**config.mk**
```make
export PLATFORM = sky130hd
export DESIGN_NAME = sdp_ram_reader
export DESIGN_NICKNAME = d
export VERILOG_FILES = /design/src/rtl/sdp_ram_reader.sv
export SDC_FILE = /design/constraint.sdc
export NUM_CORES = 1
export LEC_CHECK = 0
export BUFFER_PORTS_ARGS = -buffer_cell sky130_fd_sc_hd__buf_2
export CORE_ASPECT_RATIO = 1.5
export CORE_MARGIN = 1.5
export CORE_UTILIZATION = 35
export DETAILED_ROUTE_END_ITERATION = 12
export GPL_TIMING_DRIVEN = 0
export HOLD_SLACK_MARGIN = 0.05
export PLACE_DENSITY_LB_ADDON = 0.12
export SETUP_SLACK_MARGIN = 0.3
export SLEW_MARGIN = 10
export SYNTH_ARGS = -nofsm -noshare
export SYNTH_HDL_FRONTEND = slang
export SYNTH_SLANG_ARGS = --single-unit
```
**constraint.sdc**
```tcl
create_clock -name clka -period 7.9 [get_ports clka]
set_input_delay 0 -clock clka [delete_from_list [all_inputs] [get_ports clka]]
set_output_delay 0 -clock clka [all_outputs]
set_load 0.005 [all_outputs]
```
**src/rtl/sdp_ram_reader.sv**
```systemverilog
// -----------------------------------------------------------------------------
// sdp_ram_reader
//
// Read-side controller for a simple dual-port, single-clock block RAM with a
// fixed one-cycle read latency. A transfer is started with a base address and
// a word count. The block issues RAM reads and returns the data as a
// valid/ready stream. Backpressure from the consumer is fully supported.
//
// Compile-time option:
//   SDP_RD_ABORT_EN : adds the 'abort' input, which flushes the transfer in
//                     progress and ends it with a done pulse.
//
// Ports:
//   clka       single clock, shared with the RAM
//   rst_n      asynchronous active-low reset
//   start      one-cycle request, sampled only while idle
//   base_addr  first read address (sampled with start)
//   len        number of words, 0..2**ASIZE (sampled with start)
//   abort      (SDP_RD_ABORT_EN only) cancel the running transfer
//   busy       transfer in progress (READ, DRAIN, FIN)
//   done       one-cycle pulse at the end of a transfer
//   ram_enb    RAM read enable
//   ram_addrb  RAM read address
//   ram_doutb  RAM read data, valid one cycle after ram_enb
//   m_data     stream data (registered)
//   m_valid    stream valid (registered)
//   m_ready    stream ready
// -----------------------------------------------------------------------------
module sdp_ram_reader #(
    parameter int DSIZE = 8,
    parameter int ASIZE = 10
) (
    input  logic             clka,
    input  logic             rst_n,
    input  logic             start,
    input  logic [ASIZE-1:0] base_addr,
    input  logic [ASIZE:0]   len,
`ifdef SDP_RD_ABORT_EN
    input  logic             abort,
`endif
    output logic             busy,
    output logic             done,
    output logic             ram_enb,
    output logic [ASIZE-1:0] ram_addrb,
    input  logic [DSIZE-1:0] ram_doutb,
    output logic [DSIZE-1:0] m_data,
    output logic             m_valid,
    input  logic             m_ready
);

    typedef enum logic [1:0] {IDLE, READ, DRAIN, FIN} state_t;

    localparam logic [ASIZE:0] CNT_ONE = (ASIZE+1)'(1);

    state_t           state_reg;
    logic [ASIZE-1:0] addr_reg;
    logic [ASIZE:0]   len_reg;
    logic [ASIZE:0]   issue_cnt_reg;
    logic [ASIZE:0]   accept_cnt_reg;
    logic             inflight_reg;

    // Two-entry output buffer: the output register plus one skid entry.
    logic [DSIZE-1:0] out_data_reg,  out_data_next;
    logic             out_valid_reg, out_valid_next;
    logic [DSIZE-1:0] skid_data_reg, skid_data_next;
    logic             skid_valid_reg, skid_valid_next;

    logic       abort_now;
    logic       pop;
    logic       push;
    logic [1:0] fill_level;
    logic       rd_issue;

`ifdef SDP_RD_ABORT_EN
    assign abort_now = abort && ((state_reg == READ) || (state_reg == DRAIN));
`else
    assign abort_now = 1'b0;
`endif

    assign pop  = out_valid_reg && m_ready;
    // The word requested last cycle is on ram_doutb now; an abort drops it.
    assign push = inflight_reg && !abort_now;

    // Words held or on their way, minus the one leaving this cycle. Issuing
    // only while this is below 2 means a returning word always has a slot.
    // occupancy + in-flight never exceeds 2, and pop implies a held word, so
    // the 2-bit arithmetic neither overflows nor underflows.
    assign fill_level = 2'(out_valid_reg) + 2'(skid_valid_reg)
                      + 2'(inflight_reg) - 2'(pop);
    assign rd_issue   = (state_reg == READ) && !abort_now && (fill_level < 2'd2);

    assign busy      = (state_reg != IDLE);
    assign done      = (state_reg == FIN);
    assign ram_enb   = rd_issue;
    assign ram_addrb = addr_reg;
    assign m_data    = out_data_reg;
    assign m_valid   = out_valid_reg;

    // Buffer next-state: FIFO order, skid entry always drains first.
    always_comb begin
        out_data_next   = out_data_reg;
        out_valid_next  = out_valid_reg;
        skid_data_next  = skid_data_reg;
        skid_valid_next = skid_valid_reg;
        if (abort_now) begin
            out_valid_next  = 1'b0;
            skid_valid_next = 1'b0;
        end else if (!out_valid_reg || pop) begin
            if (skid_valid_reg) begin
                out_data_next   = skid_data_reg;
                out_valid_next  = 1'b1;
                skid_valid_next = push;
                if (push) begin
                    skid_data_next = ram_doutb;
                end
            end else if (push) begin
                out_data_next  = ram_doutb;
                out_valid_next = 1'b1;
            end else begin
                out_valid_next = 1'b0;
            end
        end else if (push) begin
            // Output stalled: the skid entry is free thanks to the issue rule.
            skid_data_next  = ram_doutb;
            skid_valid_next = 1'b1;
        end
    end

    always_ff @(posedge clka or negedge rst_n) begin
        if (!rst_n) begin
            out_data_reg   <= '0;
            out_valid_reg  <= 1'b0;
            skid_data_reg  <= '0;
            skid_valid_reg <= 1'b0;
        end else begin
            out_data_reg   <= out_data_next;
            out_valid_reg  <= out_valid_next;
            skid_data_reg  <= skid_data_next;
            skid_valid_reg <= skid_valid_next;
        end
    end

    always_ff @(posedge clka or negedge rst_n) begin
        if (!rst_n) begin
            state_reg      <= IDLE;
            addr_reg       <= '0;
            len_reg        <= '0;
            issue_cnt_reg  <= '0;
            accept_cnt_reg <= '0;
            inflight_reg   <= 1'b0;
        end else begin
            inflight_reg <= rd_issue;
            if (rd_issue) begin
                addr_reg      <= addr_reg + 1'b1;   // wraps modulo 2**ASIZE
                issue_cnt_reg <= issue_cnt_reg + CNT_ONE;
            end
            if (pop) begin
                accept_cnt_reg <= accept_cnt_reg + CNT_ONE;
            end
            case (state_reg)
                IDLE: begin
                    if (start) begin
                        len_reg        <= len;
                        addr_reg       <= base_addr;
                        issue_cnt_reg  <= '0;
                        accept_cnt_reg <= '0;
                        state_reg      <= (len == '0) ? FIN : READ;
                    end
                end
                READ: begin
                    if (abort_now) begin
                        state_reg <= FIN;
                    end else if (rd_issue && (issue_cnt_reg + CNT_ONE == len_reg)) begin
                        state_reg <= DRAIN;
                    end
                end
                DRAIN: begin
                    // Every read has been issued; the final acceptance also
                    // implies nothing is left in flight.
                    if (abort_now) begin
                        state_reg <= FIN;
                    end else if (pop && (accept_cnt_reg + CNT_ONE == len_reg)) begin
                        state_reg <= FIN;
                    end
                end
                default: begin
                    state_reg <= IDLE;
                end
            endcase
        end
    end

endmodule
```
==> summary.md, run 1 <==
| Metric | Value |
|---|---|
| Final Max Slew Viols | `0` |
| Lkg Pwr | `2.12 nW` |
| Peak supply drop | `0.000170 V` |
| Crit path from | `m_valid` |
| CP max-delay cell | `dfrtp_1` |
| TritonCTS buffer count | `9` |
| Setup violators final | `0` |
| Worst Hold Class | `in -> async` |
| Reg2reg setup slack | `4.53 ns` |
| Synth Area in Compound Gates | `8.54%` |
| Placer Congestion | `between 0.8 and 0.9` |
| Final net count | `approximately 540` |
| WP buf/inv | `4` |
| Final ANT Viol Nets | `0` |
| Post-Synth XOR/XNOR Area | `between 10% and 20%` |
| Buffers on Ports | `54` |
| Relative slew margins | `50.6%` |
| IO Count | `55` |
| H-tree depth | `3` |
| Met2 wire length | `4730 um` |
| Post-Synth Simple-Gate Area | `21.0%` |
| Least-Margin Pin Slew | `0.737 ns` |
| Final min period | `3.37 ns` |
| Vias in the first global route | `3199` |
| CTS clk-pin slew, worst paths | `0.06 ns` |
| Metal-1 WL | `around 3900 um` |
| CTS tree | `yes` |
| Startpoint Class | `flop` |
| Largest family of logic cells by synthesized area | `simple AND/OR/NAND/NOR gates` |
| Post-synth EDFFs | `0` |
| Die Ht | `between 100 and 150 um` |
| Clk root buf | `clkbuf_16` |
| Routed wl met3 | `approximately 280 um` |
| Commonest cells after routing, fill and taps aside | `nand2_1, dfrtp_1, buf_2` |
| Share of layout cells above drive strength 1 | `18.5%` |
| Layout area overhead | `30.1%` |
| Routed vias/inst | `5.01` |
| Post-Route Setup TNS | `0 ns` |
| Largest net degree at the start of global routing | `47` |
| Post-CTS sizing | `0` |
| Synth Cell Area | `3650 um2` |
| Yosys cell types | `44` |
| Clk sinks | `64` |
| Max layer used | `met4` |
| Ys async rst share | `100%` |
| Clk_lat worst skew | `0.33 ns` |
| Final Cell Area | `4750 um2` |
| Bufs on Longest Clock Path | `2` |
| Total core area | `10100 um2` |
| Final worst slack | `~4.5 ns` |
| Antenna diode count | `0` |
| WL final | `9110 um` |
| Outcome | `completed` |
| DRC | `0` |
| PD cells | `roughly 330 nW/um2` |
| Post-place setup slack | `4.50 ns` |
| Initial antenna violation count | `0` |
| Mapped Cells | `400` |
| Avg Inst Size Synth | `9.12 um2` |
| Starting density of the core | `between 30% and 40%` |
| Yosys Warn Count | `0` |
| Yosys reg bits | `64` |
| Cells along the critical path | `nand2_1 > inv_1 > ha_1 > inv_1 > ha_1 > a21oi_1 > xnor2_1 > nand2b_1 > clkbuf_1 > inv_2 > and4_1 > nand3_1 > xor2_1 > o21ai_1` |
| TritonRoute pass-1 iters | `4` |
| CP endpoint kind | `flop` |
| Worst path max stage delay | `0.40 ns` |
| DR iter-0 viols | `147` |
| Max-cap check violation count | `0` |
| Dpl hpwl | `between 6000 and 7000 um` |
| Post-Place Cell Area | `4100 um2` |
| Origin of the critical flop-to-flop path | `m_valid` |
| Die width | `86.4 um` |
| Kind of critical path | `reg -> reg` |
| Crit Path Max Fanout | `10` |
| Adder-Cell Fraction of Synth Area | `3.09%` |
| Crit path max-delay family | `simple AND/OR/NAND/NOR gates` |
| Gr usage total | `17.8%` |
| Rows | `between 40 and 50` |
| Hold Fails Final Rpt | `0` |
| First-pass GRT wire length | `15200 um` |
| Crit path DAT | `3.58 ns` |
| Post-DR wirelength/cell | `14.7 um` |
| Primary FF master, synth | `dfrtp_1` |
| GRT Residual Overflow | `0` |
| RSZ-0062 raised after global routing | `no` |
| FMAX | `between 200 and 300 MHz` |
| Net Count, Synth | `442` |
| Required @ worst endpoint | `8.10 ns` |
| Vias post-DR | `3110` |
| Seq/Total Area, Yosys | `43.9%` |
| Post-layout power | `1.58 mW` |
| Skew final | `between 0.005 and 0.006 ns` |
| Mux cell area share after synthesis | `6.34%` |
| Period utilization | `42.7%` |
| Die area | `roughly 11000 um2` |
==> metrics by stage <==
step | std cells | utilization, % | hold WS [ns]
final | 621 | 46.9 | 0.108
after global routing | 621 | 46.9 | 0.131
after CTS | 621 | 46.9 | 0.0894
after detailed placement | 572 | 40.4 | -0.0917
after global placement | 571 | 40.1 | 0.207
after floorplan | 400 | - | -0.296
==> worst paths after layout <==
kind / end / cells past startpoint
worst max-delay path: ram_addrb[6] / 14
worst min-delay path: skid_data_reg[0] / 2
worst max register to register: ram_addrb[6] / 14
worst min register to register: skid_data_reg[3] / 1
max in group asynchronous: state_reg[1] / 3
min in group clka: ram_addrb[3] / 4
==> metal layers <==
layer | up-vias | GRT usage (%)
li1 | 1545 | -
met1 | 1485 | 20.4
met2 | 64 | 32.1
met3 | 16 | 2.83
met4 | 0 | 7.69
met5 | - | 0
==> repair_timing <==
item / in CTS / in global routing
buffers inserted: 0 / 0
endpoints found under the hold margin: 103 / 0
hold buffers: 33 / 0
setup endpoints to repair: 0 / 0
==> report_power, final <==
part	total (mW)	leakage [nW]	internal, mW	switching, mW
clock	0.429	0.148	0.276	0.153
sequential	0.552	0.809	0.444	0.108
combinational	0.599	1.17	0.280	0.319
total	1.58	2.12	1.00	0.580
==> synthesized netlist by cell type (8+ instances only) <==
cell      instances  area share [%]
a21oi_1          15             2.1
clkbuf_1         15             1.5
dfrtp_1          64              44
ha_1              9             3.1
inv_1             8            0.82
mux2_2            8             2.5
mux2i_1          13             3.6
nand2_1          64             6.6
nand3_1          14             1.9
nor2_1           46             4.7
o21ai_0           9             1.2
o21ai_1          10             1.4
xnor2_1          30             7.2
xor2_1           24             5.8
==> logic make-up (layout without fill, tap and decap cells) <==
logic type | after synthesis | count (layout)
and+or+nand+nor | 167 | 167
DFF | 64 | 64
xor gates and xnor gates | 55 | 55
AOI/OAI and AO/OA | 51 | 51
buffers and inverters | 32 | 136
muxes | 22 | 22
adders and majority gates | 9 | 9
==> area by class of cell <==
type / instances / area, um2
Timing Repair Buffer: 88 / 631
Fill cell: 1011 / 5390
Inverter: 9 / 33.8
Clock buffer: 9 / 225
Multi-Input combinational cell: 304 / 1910
Tap cell: 117 / 146
Buffer: 23 / 104
Clock inverter: 7 / 96.3
Sequential cell: 64 / 1600
==> worst register-to-register path: stages (launching register included) <==
cell and delay [ns]:
dfrtp_1 0.40, nand2_1 0.28, inv_1 0.18, ha_1 0.30
inv_1 0.04, ha_1 0.26, a21oi_1 0.18, xnor2_1 0.17
nand2b_1 0.18, clkbuf_1 0.38, inv_2 0.23, and4_1 0.31
nand3_1 0.11, xor2_1 0.15, o21ai_1 0.07
Power figures use the tool's default switching activity.
==> run 2, diff against run 1 <==
clock period = 2.9 ns   (was 7.9 ns; I/O delays follow)
==> summary.md, run 2 (synthesis gave the netlist of run 1 again) <==
| Metric | Value |
|---|---|
| Outcome | `completed` |
| Clk sinks | `64` |
| FMAX | `385 MHz` |
| DRC | `0` |
| WL final | `9480 um` |
| Gr usage total | `18.7%` |
| Startpoint Class | `flop` |
| Max-cap check violation count | `0` |
| Rows | `between 40 and 50` |
| Most common cell after layout, fill and taps aside | `nand2_1` |
| First-pass GRT wire length | `around 16000 um` |
| Hold Fails Final Rpt | `0` |
| CTS clk-pin slew, worst paths | `0.05 ns` |
| Total core area | `10100 um2` |
| Crit Path Max Fanout | `2` |
| DR iter-0 viols | `85` |
| Peak supply drop | `0.000457 V` |
| Share of layout cells above drive strength 1 | `about 22%` |
| Least-Margin Pin Slew | `0.805 ns` |
| TritonCTS buffer count | `9` |
| Post-Place Cell Area | `4100 um2` |
| Final core occ | `47.8%` |
| Starting density of the core | `36.0%` |
| Worst Hold Class | `in -> reg` |
| Die width | `86.4 um` |
| Final net count | `545` |
| Required @ worst endpoint | `3.11 ns` |
| Post-Route Setup TNS | `0 ns` |
| TritonRoute pass-1 iters | `4` |
| Routed vias/inst | `roughly 5` |
| Clk root buf | `clkbuf_16` |
| RSZ-0062 raised after global routing | `yes` |
| CTS tree | `yes` |
| Lkg Pwr | `2.15 nW` |
| Final min period | `roughly 2.6 ns` |
| CP endpoint kind | `flop` |
| Skew final | `about 0.0052 ns` |
| Final Max Slew Viols | `0` |
| Crit path DAT | `roughly 2.8 ns` |
| Vias post-DR | `3139` |
| Kind of critical path | `reg -> reg` |
| GRT Residual Overflow | `0` |
| Die area | `11100 um2` |
| Vias in the first global route | `around 3300` |
| Buffers on Ports | `54` |
| IO Count | `55` |
| Period utilization | `about nine tenths` |
| Setup violators final | `0` |
| Layout area overhead | `32.6%` |
| Final ANT Viol Nets | `0` |
| Die Ht | `128 um` |
| Final Cell Area | `4840 um2` |
| H-tree depth | `3` |
| Bufs on Longest Clock Path | `2` |
| Largest net degree at the start of global routing | `44` |
| Relative slew margins | `roughly 46%` |
| Placer Congestion | `about 0.84` |
| Post-layout power | `roughly 4.4 mW` |
| PD cells | `906 nW/um2` |
| Hold Slack | `0.0693 ns` |
| Post-DR wirelength/cell | `15.2 um` |
| Initial antenna violation count | `0` |
| Clk_lat worst skew | `0.34 ns` |
| Dpl hpwl | `6700 um` |
| Antenna diode count | `0` |
| Commonest cells after routing, fill and taps aside | `nand2_1, dfrtp_1, buf_2` |
-- run 2: cell count changes in the layout (fill, tap and decap cells not counted), sizes merged --
cell and delta:
dlygate4sd3 -2, bufinv -1, clkinvlp -3, clkinv +1, buf +6, clkbuf +2
-- run 2: report_power, final --
part / switching (mW) / total, mW / internal [mW]
Clock: 0.390 / 1.07 / 0.679
Sequential: 0.286 / 1.50 / 1.21
Combinational: 0.965 / 1.82 / 0.853
Total: 1.64 / 4.39 / 2.75
-- run 2: path summary, 6_finish.rpt --
| path | from | end | slack, ns | cells past startpoint |
|---|---|---|---|---|
| setup / recovery | m_valid | state_reg[1] | 0.30 | 12 |
| hold / removal | start | len_reg[0] | 0.07 | 4 |
| setup reg to reg | m_valid | state_reg[1] | 0.30 | 12 |
| hold reg to reg | skid_data_reg[6] | skid_data_reg[6] | 0.51 | 1 |
| max in group asynchronous | rst_n | issue_cnt_reg[7] | 2.27 | 3 |
| min in group asynchronous | rst_n | m_data[0] | 0.10 | 2 |
-- run 2: area by class of cell --
class	count	area (um2)
inverter	9	38.8
buffer	23	108
tap	117	146
fill	999	5290
timing repair buffer	92	656
clock buffer	11	243
clock inverter	4	45.0
multi-input combinational	304	2000
sequential	64	1600
-- run 2: per-stage QoR --
step	std cells	setup WS, ns
after floorplan	400	0.265
after global placement	571	-0.154
final	624	0.301
after global routing	624	0.208
after CTS	623	0.239
after detailed placement	572	-0.175
-- run 2: critical path, stage by stage, from the launching register on --
cell      delay (ns)
dfrtp_2         0.42
nand2_4         0.08
inv_4           0.04
ha_4            0.24
inv_2           0.04
ha_4            0.24
a21oi_4         0.14
xnor2_2         0.09
nand2b_4        0.16
nor4_4          0.13
nand4_1         0.16
a221oi_2        0.37
mux2_1          0.36
-- run 2: metal layers --
metal | GRT usage (%) | vias to the layer above | part of all wire, %
li1 | - | 1553 | -
met1 | 21.4 | 1495 | 41
met2 | 32.5 | 72 | 52
met3 | 4.25 | 19 | 4.1
met4 | 9.01 | 0 | 2.9
met5 | 0 | - | 0
-- run 2: repair_timing --
action	in CTS	in global routing
hold buffers	31	0
endpoints found under the hold margin	102	0
buffers inserted	5	1
setup endpoints to repair	16	3
gates resized for setup	16	3
pin swaps	8	3
==> run 3, diff against run 2 <==
BUFFER_PORTS_ARGS = not set   (was -buffer_cell sky130_fd_sc_hd__buf_2)
CTS_CLUSTER_DIAMETER = 200   (was not set)
DONT_BUFFER_PORTS = 1   (was not set)
==> summary.md, run 3 (synthesis gave the netlist of run 1 again) <==
| Metric | Value |
|---|---|
| Post-Route Setup TNS | `0 ns` |
| Max-cap check violation count | `0` |
| Die area | `11100 um2` |
| Placer Congestion | `0.801` |
| Net Sw Power | `1.62 mW` |
| CP endpoint kind | `flop` |
| Seq pwr share | `35.6%` |
| WL final | `between 9000 and 10000 um` |
| Required @ worst endpoint | `3.11 ns` |
| TritonCTS buffer count | `9` |
| Bufs on Longest Clock Path | `2` |
| WP buf/inv | `2` |
| Net Sw Frac | `36.9%` |
| FMAX | `around 370 MHz` |
| DR iter-0 viols | `70` |
| DRC | `0` |
| Largest net degree at the start of global routing | `65` |
| Final min period | `approximately 2.7 ns` |
| Crit path DAT | `2.90 ns` |
| Most common cell after layout, fill and taps aside | `nand2_1` |
| Most frequent CP cell | `ha_4` |
| Crit Path Max Fanout | `4` |
| Commonest cells after routing, fill and taps aside | `nand2_1, dfrtp_1, nor2_1` |
| IO Count | `55` |
| Vias in the first global route | `3080` |
| Worst Hold Class | `in -> reg` |
| Period utilization | `roughly 93%` |
| Final cell count without fillers | `573` |
| Vias post-DR | `2936` |
| Worst path max stage delay | `0.46 ns` |
| Total core area | `between 10000 and 15000 um2` |
| Placed Cells | `517` |
| Dpl hpwl | `6410 um` |
| Crit path max-delay family | `simple AND/OR/NAND/NOR gates` |
| Post-Place Cell Area | `3800 um2` |
| CTS tree | `yes` |
| Clk sinks | `64` |
| Least-Margin Pin Slew | `0.762 ns` |
| Initial antenna violation count | `0` |
| First-pass GRT wire length | `15500 um` |
| Multi-input gate area | `2020 um2` |
| PD cells | `945 nW/um2` |
| Final Cell Area | `4650 um2` |
| Pint | `2.77 mW` |
| Final ANT Viol Nets | `0` |
| Clk_lat worst skew | `around 0.33 ns` |
| Relative slew margins | `between 40 and 50%` |
| H-tree depth | `3` |
| Setup violators final | `0` |
| Cells along the critical path | `nand2_4 > inv_4 > ha_4 > inv_2 > ha_4 > a21oi_4 > xnor2_2 > nand2b_4 > nor4_2 > nand4_1 > a221oi_4 > mux2_4` |
| Final core occ | `a little under half` |
| Routed vias/inst | `slightly above 5` |
| CTS clk-pin slew, worst paths | `0.06 ns` |
| CP max-delay cell | `dfrtp_2` |
| Combinational Power Share | `between 30% and 40%` |
| Post-place setup slack | `-0.167 ns` |
| Skew final | `0.00441 ns` |
| Post-DR wirelength/cell | `16.0 um` |
| Layout area overhead | `27.4%` |
| Buffers on Ports | `0` |
| Final worst slack | `between 0.2 and 0.25 ns` |
| Final net count | `493` |
| Lkg Pwr | `1.98 nW` |
| Die width | `86.4 um` |
| Rows | `45` |
| Share of layout cells above drive strength 1 | `12.7%` |
| Antenna diode count | `0` |
| Peak supply drop | `0.000528 V` |
| TritonRoute pass-1 iters | `4` |
| Filler Cell Count | `between 1000 and 1500` |
| Starting density of the core | `36.0%` |
| Reg area | `1600 um2` |
| Startpoint Class | `flop` |
| Final Max Slew Viols | `0` |
| Die Ht | `128 um` |
| Power share of the clock group | `26.7%` |
| GRT Residual Overflow | `0` |
| Gr usage total | `18.2%` |
| RSZ-0062 raised after global routing | `yes` |
| Clk root buf | `clkbuf_16` |
| Kind of critical path | `reg -> reg` |
| Outcome | `completed` |
| Hold Fails Final Rpt | `0` |
run 3: changes by cell type in the layout (fill, tap and decap cells not counted), sizes merged:
cell and delta:
bufinv +1, dlygate4sd3 +4, clkinv -2, clkinvlp +2, buf -56
run 3: worst reg2reg max path, cell delays in order (launching register included):
cell and delay (ns):
dfrtp_2 0.46, nand2_4 0.09, inv_4 0.04, ha_4 0.25, inv_2 0.04, ha_4 0.26
a21oi_4 0.05, xnor2_2 0.14, nand2b_4 0.15, nor4_2 0.20, nand4_1 0.20, a221oi_4 0.37
mux2_4 0.33
run 3: path summary, 6_finish.rpt:
check | end | startpoint | slack (ns) | cells after the start
max | state_reg[1] | m_valid | 0.21 | 12
min | state_reg[1] | len[5] | 0.18 | 4
max reg2reg | state_reg[1] | m_valid | 0.21 | 12
min reg2reg | skid_data_reg[6] | skid_data_reg[6] | 0.51 | 1
max in group asynchronous | issue_cnt_reg[6] | rst_n | 2.41 | 2
min in group asynchronous | m_data[5] | rst_n | 0.23 | 2
run 3: timing repair:
action                                  in CTS  in global routing
endpoints found under the setup margin      19                  6
gates resized for setup                     17                  5
hold buffers                                36                  0
buffers inserted                             3                  1
pin swaps                                    6                  6
endpoints found under the hold margin      104                  0
cloned                                       0                  0
run 3: power groups by stage:
stage | combinational (mW) | sequential [mW] | clock [mW]
detailed placement | 1.40 | 1.56 | 0
global placement | 1.37 | 1.56 | 0
global route | 1.87 | 1.62 | 1.25
finish | 1.66 | 1.57 | 1.17
floorplan | 1.12 | 1.46 | 0
CTS | 1.65 | 1.56 | 1.21
run 3: final cells by class:
class	instances	share of cell area, %
timing repair buffer	40	8.77
clock buffer	11	5.22
tap	117	3.15
clock inverter	5	1.72
sequential	64	34.5
buffer	23	2.31
inverter	9	0.942
multi-input combinational	304	43.4
run 3: through the flow:
| step | hold slack [ns] | power [mW] |
|---|---|---|
| detailed placement | -0.294 | 2.96 |
| finish | 0.179 | 4.39 |
| global route | 0.186 | 4.73 |
| CTS | 0.176 | 4.42 |
| global placement | -0.294 | 2.93 |
| floorplan | -0.296 | 2.58 |
run 3: metal layers:
metal / GRT usage (%) / vias up / wire length, um
li1: - / 1450 / -
met1: 22.0 / 1423 / 3840
met2: 31.3 / 55 / 4790
met3: 4.83 / 8 / 414
met4: 5.60 / 0 / 106
met5: 0 / - / 0
